--- src/rtl/rename_free_list.sv ---
// Free list for the 48-entry physical register file: grants up to four of the
// lowest free tags per cycle to rename and takes back up to four tags from commit.
module rename_free_list (
    input  logic       i_clk,
    input  logic       i_rst,
    input  logic [2:0] i_req_count,
    input  logic [2:0] i_ret_count,
    input  logic [5:0] i_ret_p0,
    input  logic [5:0] i_ret_p1,
    input  logic [5:0] i_ret_p2,
    input  logic [5:0] i_ret_p3,
    output logic [5:0] o_req0,
    output logic [5:0] o_req1,
    output logic [5:0] o_req2,
    output logic [5:0] o_req3,
    output logic [2:0] o_req_count,
    output logic [5:0] o_avail_count
);

    localparam int NUM_TAGS = 48;

    logic [NUM_TAGS-1:0] free_q;
    logic [NUM_TAGS-1:0] free_d;
    logic [NUM_TAGS-1:0] alloc_mask;
    logic [NUM_TAGS-1:0] ret_mask;
    logic [2:0]          req_clamp;
    logic [2:0]          ret_clamp;
    logic [2:0]          grant_n;
    logic [5:0]          grant_tag [4];
    logic [5:0]          ret_tag   [4];
    logic [5:0]          avail;

    assign req_clamp = (i_req_count > 3'd4) ? 3'd4 : i_req_count;
    assign ret_clamp = (i_ret_count > 3'd4) ? 3'd4 : i_ret_count;

    assign ret_tag[0] = i_ret_p0;
    assign ret_tag[1] = i_ret_p1;
    assign ret_tag[2] = i_ret_p2;
    assign ret_tag[3] = i_ret_p3;

    // Priority scan from tag 0 upward picks the lowest free tags in order.
    always_comb begin
        alloc_mask = '0;
        grant_n    = 3'd0;
        for (int i = 0; i < 4; i++) begin
            grant_tag[i] = '0;
        end
        for (int t = 0; t < NUM_TAGS; t++) begin
            if (free_q[t] && (grant_n < req_clamp)) begin
                grant_tag[grant_n[1:0]] = 6'(t);
                alloc_mask[t]           = 1'b1;
                grant_n                 = grant_n + 3'd1;
            end
        end
    end

    // Out-of-range tags never match any t, so they drop out naturally.
    always_comb begin
        ret_mask = '0;
        for (int p = 0; p < 4; p++) begin
            for (int t = 0; t < NUM_TAGS; t++) begin
                if ((3'(p) < ret_clamp) && (ret_tag[p] == 6'(t))) begin
                    ret_mask[t] = 1'b1;
                end
            end
        end
    end

    // A granted tag was already free, so a same-cycle return of it is a no-op.
    assign free_d = (free_q | ret_mask) & ~alloc_mask;

    always_comb begin
        avail = '0;
        for (int t = 0; t < NUM_TAGS; t++) begin
            avail = avail + 6'(free_q[t]);
        end
    end

    assign o_avail_count = avail;

    always_ff @(posedge i_clk) begin
        if (i_rst) begin
            free_q      <= {{16{1'b1}}, {32{1'b0}}};
            o_req0      <= '0;
            o_req1      <= '0;
            o_req2      <= '0;
            o_req3      <= '0;
            o_req_count <= '0;
        end else begin
            free_q      <= free_d;
            o_req0      <= grant_tag[0];
            o_req1      <= grant_tag[1];
            o_req2      <= grant_tag[2];
            o_req3      <= grant_tag[3];
            o_req_count <= grant_n;
        end
    end

endmodule

--- config.mk ---
export PLATFORM = sky130hd
export DESIGN_NAME = rename_free_list
export DESIGN_NICKNAME = d
export VERILOG_FILES = /design/src/rtl/rename_free_list.sv
export SDC_FILE = /design/constraint.sdc
export NUM_CORES = 1
export LEC_CHECK = 0
export ABC_AREA = 1
export CELL_PAD_IN_SITES_DETAIL_PLACEMENT = 0
export CELL_PAD_IN_SITES_GLOBAL_PLACEMENT = 1
export CORE_MARGIN = 1
export CORE_UTILIZATION = 49
export CTS_BUF_LIST = sky130_fd_sc_hd__clkbuf_8
export DETAILED_ROUTE_END_ITERATION = 16
export GPL_ROUTABILITY_DRIVEN = 0
export PLACE_DENSITY = 0.93
export SYNTH_ARGS = -nofsm -noshare
export SYNTH_HDL_FRONTEND = slang
export SYNTH_SLANG_ARGS = --single-unit
--- constraint.sdc ---
create_clock -name i_clk -period 167.2 [get_ports i_clk]
set_clock_uncertainty 0.1 [all_clocks]
set_input_delay 16.72 -clock i_clk [delete_from_list [all_inputs] [get_ports i_clk]]
set_output_delay 16.72 -clock i_clk [all_outputs]
set_load 0.03 [all_outputs]
-- Word-level counts from Yosys, hierarchy flattened
Cells that the tools add are included.
- flip-flop bits (word level): 75
- input bits: 32
- output and inout port bits: 33
- logic and storage cells: 1346
- add/sub/neg operators: 94
- $lt $le $gt $ge: 148
- equality and inequality tests: 188
- multiplexer cells: 431
- bitwise gates (word level): 188
- reductions and logical operators: 291
- operators by type and width (cell ; number):
    $mux W24 ; 46
    $demux W6 S2 ; 47
    $eq A6 B5 Y1 const B ; 64
    $eq A6 B6 Y1 const B ; 64
    $logic_and A1 B1 Y1 ; 287
    $mux W6 ; 47
    $add A6 B1 Y6 ; 42
    $mux W1 ; 241
    $and A16 B16 Y16 ; 14
    $not A16 Y16 ; 14
    $and A12 B12 Y12 ; 16
    $eq A6 B4 Y1 const B ; 32
    $not A12 Y12 ; 16
    $or A12 B12 Y12 ; 16
    $mux W3 ; 49
    $or A16 B16 Y16 ; 9
    $add A3 B1 Y3 const B ; 47
    $ge A3 B3 Y1 const B ; 47
    $lt A3 B1 Y1 const B ; 47
    $lt A3 B3 Y1 ; 47
    $not A2 Y3 ; 47
    $or A8 B8 Y8 ; 14
    $not A20 Y20 ; 5
    $eq A6 B3 Y1 const B ; 16
    23 further kinds ; 66

-- Logic depth before layout (Yosys ltp)
- word-level depth: 151
- gate-level depth with buffers: 415
- gate-level depth less buffers: 412

-- Worst setup path after synthesis
Ideal clock, no wire load.
- kind: input to register
- start: in i_req_count[2]
- end: reg o_req2[4]
- setup time: 0.121 ns
- arrival time: 67.919 ns
- data required time: 166.979 ns
- path slack: 99.060 ns
- stages: 322
- path buffers: 10
- cell sequence: inv_2 > nand2_1 > ha_1 > inv_1 > nor2_1 > nand2_1 > nand3_1 > inv_1 > o21ai_0 > ha_1 > a21oi_1 > nand2_2 > nand2_4 > nand2_2 > or2_2 > nand2_1 > inv_1 > ha_1 > [286 not listed] > a211oi_1 > nand2_1 > inv_1 > nand2_1 > nand2_1 > inv_1 > ha_1 > a211oi_1 > nand2_1 > inv_2 > nand2_1 > nand2_1 > inv_1 > ha_1 > a211oi_1 > nand3_2 > nand2_1 > nor2_1
- longest elaborated chain between the ends: 151
- elaborated cells on any way between the ends: 589
- classes of those cells: add/sub (46); order compare (141); mux (186); bitwise (122); reduce/logical (94)
- RTL lines (what ; RTL line ; text):
    start: declaration ; 6 ; input logic [2:0] i_req_count,
    $gt A3 B3 Y1 ; 33 ; assign req_clamp = (i_req_count > 3'd4) ? 3'd4 : i_req_count;
    $mux W3 * ; 33 ;
    $lt A1 B3 Y1 ; 49 ; if (free_q[t] && (grant_n < req_clamp)) begin
    $logic_and A1 B1 Y1 ; 49 ;
    $mux W1 ; 49 ;
    $lt A3 B3 Y1 ; 49 ;
    $logic_and A1 B1 Y1 ; 49 ;
    $mux W3 ; 49 ;
    [135 not listed] ; n/a ;
    $not A2 Y3 (implied by the code) ; 50 ; grant_tag[grant_n[1:0]] = 6'(t);
    $ge A3 B3 Y1 (implied by the code) / $lt A3 B1 Y1 (equally long branches) ; 50 ;
    $logic_and A1 B1 Y1 (implied by the code) ; 50 ;
    $mux W6 (implied by the code) ; 50 ;
    $demux W6 S2 ; 50 ;
    $not A4 Y4 (no source line) ; n/a ;
    $and A4 B4 Y4 (no source line) ; n/a ;
    $mux W24 * ; 49 ;
    end signal: assignment ; 93 ; o_req2 <= grant_tag[2];
    end: declaration ; 14 ; output logic [5:0] o_req2,
Mark *: on every way between the ends. The rest lies on a longest branch, timed or not.
A chain may end at the register's enable or synchronous reset.

-- Worst setup path after layout
Ends and elaborated chain as after synthesis.

==> run metrics <==
status finished clean; period utilization 0.458; CTS buffer count 9; clk slew on worst S/H paths 0.09 ns; commonest non-fill, non-tap cell in the layout nand2_1; worst hold path depth 2; hold-fix buffer count after cts 0; die area 32,700 sq um; Crit path max-delay family compound AO/OA/AOI/OAI gates; core area 31,600 sq um; Final Setup Violations 0; synthesized area 15,700 sq um; cts repair resizes 0; first-pass GRT wire length 82.7 mm; CTS tree built; storage element area 1500 sq um; XOR/XNOR Fraction of Synth Area 0.00167; metal3 WL 4.60 mm; Setup Crit Path Kind primary input to register; CP max-delay cell a211oi_1; H-tree depth 3; Via Count 17,100; Fin. Hold Viols 0; WP data required 167.36 ns; vias in the first global route 15,600; Worst-Margin Slew 1.21 ns; reg2reg start free_q[0]; R2R depth 313; Global Route Usage Sum 0.320; area leader, netlist ha_1; Setup crit start kind primary input; Setup crit end kind register; max cap viols 0; Slew HR 0.191; Die Ht 181 microns; commonest non-fill, non-tap cells in the layout nand2_1 (821), inv_1 (536), ha_1 (285), nand3_1 (193), nor2_1 (167); adder-cell share of the synthesized area 0.278; Final Critical Period 76.58 ns; top cells by area, synth ha_1 (23%), nand2_1 (20%), inv_1 (13%); Main synth FF type dfxtp_1; Worst R2R End o_req2[4]; Die Wd 181 microns; post-route ant nets 0; CTS Sinks 75; EDFF count, synth 0; RSZ-0062 raised after global routing false; most used cell, CP nand2_1; fin. max-slew vios 0; I/O pin count 65; Simple-Gate Fraction of Synth Area 0.337; DRC 0; Buf/Inv on CP 81; n_diodes 0; share of cells above drive strength 1 0.0276; FF-to-FF setup slack 107.39 ns; FILL cells 3,272; multiplexer share of the synthesized area 0; setup TNS 0 ns; largest net degree at the start of global routing 46; Post-Synthesis Cells 2,628; initial antenna violation count 1; Hold Path Origin free_q[35]; postcts setup bufs 0; Max FO, Critical Path 28; drt total wl 52.7 mm; register bit count reported by yosys 75; Pre-antenna DRT Iters 8; Hold Path End free_q[35]; register area share after synthesis 0.0957; delay of the slowest cell on the worst path 1.00 ns; Yosys warnings 0; DR top layer met5; complex-gate fraction of the synthesized area 0.143; Worst EP arrival 76.74 ns; via/cell ratio 5.53; Port Buf Inserts 64; area occupied by multi-input gates 11,900 sq um; Synth Area per Inst 5.97 sq um; starting DRC count in detailed routing 1,534; Synth async-reset ratio 0; Yosys cell types 48; nets@finish 3,038; clock root cell clkbuf_8; syn_nets 2,985; DPL Wire Length 43.7 mm; Hold Crit Class register to register; CTS max path bufs 2; Cell Rows 65; fmax 13.1 MHz; Avg WL per Cell 17.1 microns; Crit. Startpoint i_req_count[2]; initial core utilization 0.497; met1 WL 22.6 mm; Met2 Wirelength 23.1 mm; largest family of logic cells by synthesized area simple AND/OR/NAND/NOR gates; worst skew pair latency 0.39 ns; Synth top area share 0.227; Layout area overhead 8.06%; Remaining Overflow, GRT 0
registers in the layout, indices dropped and copies added (netlist names):
name / cells
o_req1: 6
o_req_count: 3
o_req0: 6
o_req2: 6
o_req3: 6
free_q: 48
logic make-up (layout without fill, tap and decap cells):
logic type / after synthesis / count (layout)
xor gates and xnor gates: 3 / 3
and+or+nand+nor: 1276 / 1276
DFF: 75 / 75
buffers and inverters: 597 / 655
adders and majority gates: 325 / 325
AOI/OAI and AO/OA: 352 / 352
cells in the mapped netlist (4+ instances only):
library cell,instances
a31oi_1,9
nor3_1,24
nand2_2,25
o22ai_1,14
a311oi_1,10
inv_1,537
a221oi_1,23
o21ai_0,121
nand2_1,822
o221ai_1,8
nand3_1,193
clkbuf_1,27
fa_1,40
nor2_1,167
dfxtp_1,75
o2111ai_1,4
ha_1,285
a211oi_1,53
o211ai_1,4
o31ai_1,5
a21oi_1,59
nand3_2,4
nand4_1,32
a41oi_1,9
clkinv_1,22
a22oi_1,19
area by class of cell:
type                       count  area share
clock inverter                 5     0.00162
inverter                     562       0.124
multi-input combinational   1956       0.704
sequential                    75      0.0886
timing repair buffer          77      0.0432
clock buffer                  11     0.00893
tap                          402      0.0297
per-stage QoR:
stage,util,hold WS [ns],cell area [sq um],instances,setup WS [ns]
after floorplan,-,0.347,15700,2628,99.06
after global placement,0.532,0.362,16800,3072,92.94
after detailed placement,0.532,0.367,16800,3072,90.90
after CTS,0.537,0.391,17000,3088,91.13
after global routing,0.537,0.415,17000,3088,83.30
final,0.537,0.394,17000,3088,90.62
tightest hold or removal path, cell delays in order (launching register included):
cell,delay [ns]
dfxtp_1,0.33
o21ai_0,0.08
nand2_1,0.05
metal layers:
layer | vias to the layer above | GRT usage
met5 | - | 0
met2 | 712 | 0.522
li1 | 8475 | -
met3 | 138 | 0.0546
met1 | 7748 | 0.417
met4 | 2 | 0.133
how the worst max path moves through the flow:
stage | to | slack [ns] | cells past startpoint
2_1_floorplan | o_req2[4] | 99.06 | 322
3_3_place_gp | o_req2[4] | 92.94 | 316
3_5_place_dp | o_req2[4] | 90.90 | 311
4_1_cts | o_req2[4] | 91.13 | 311
5_1_grt | o_req2[4] | 83.30 | 313
6_report | o_req2[4] | 90.62 | 314
Power is left out: the tool's default activity adds up to more than one toggle a clock period on the data nets, which glitch-free logic cannot reach.
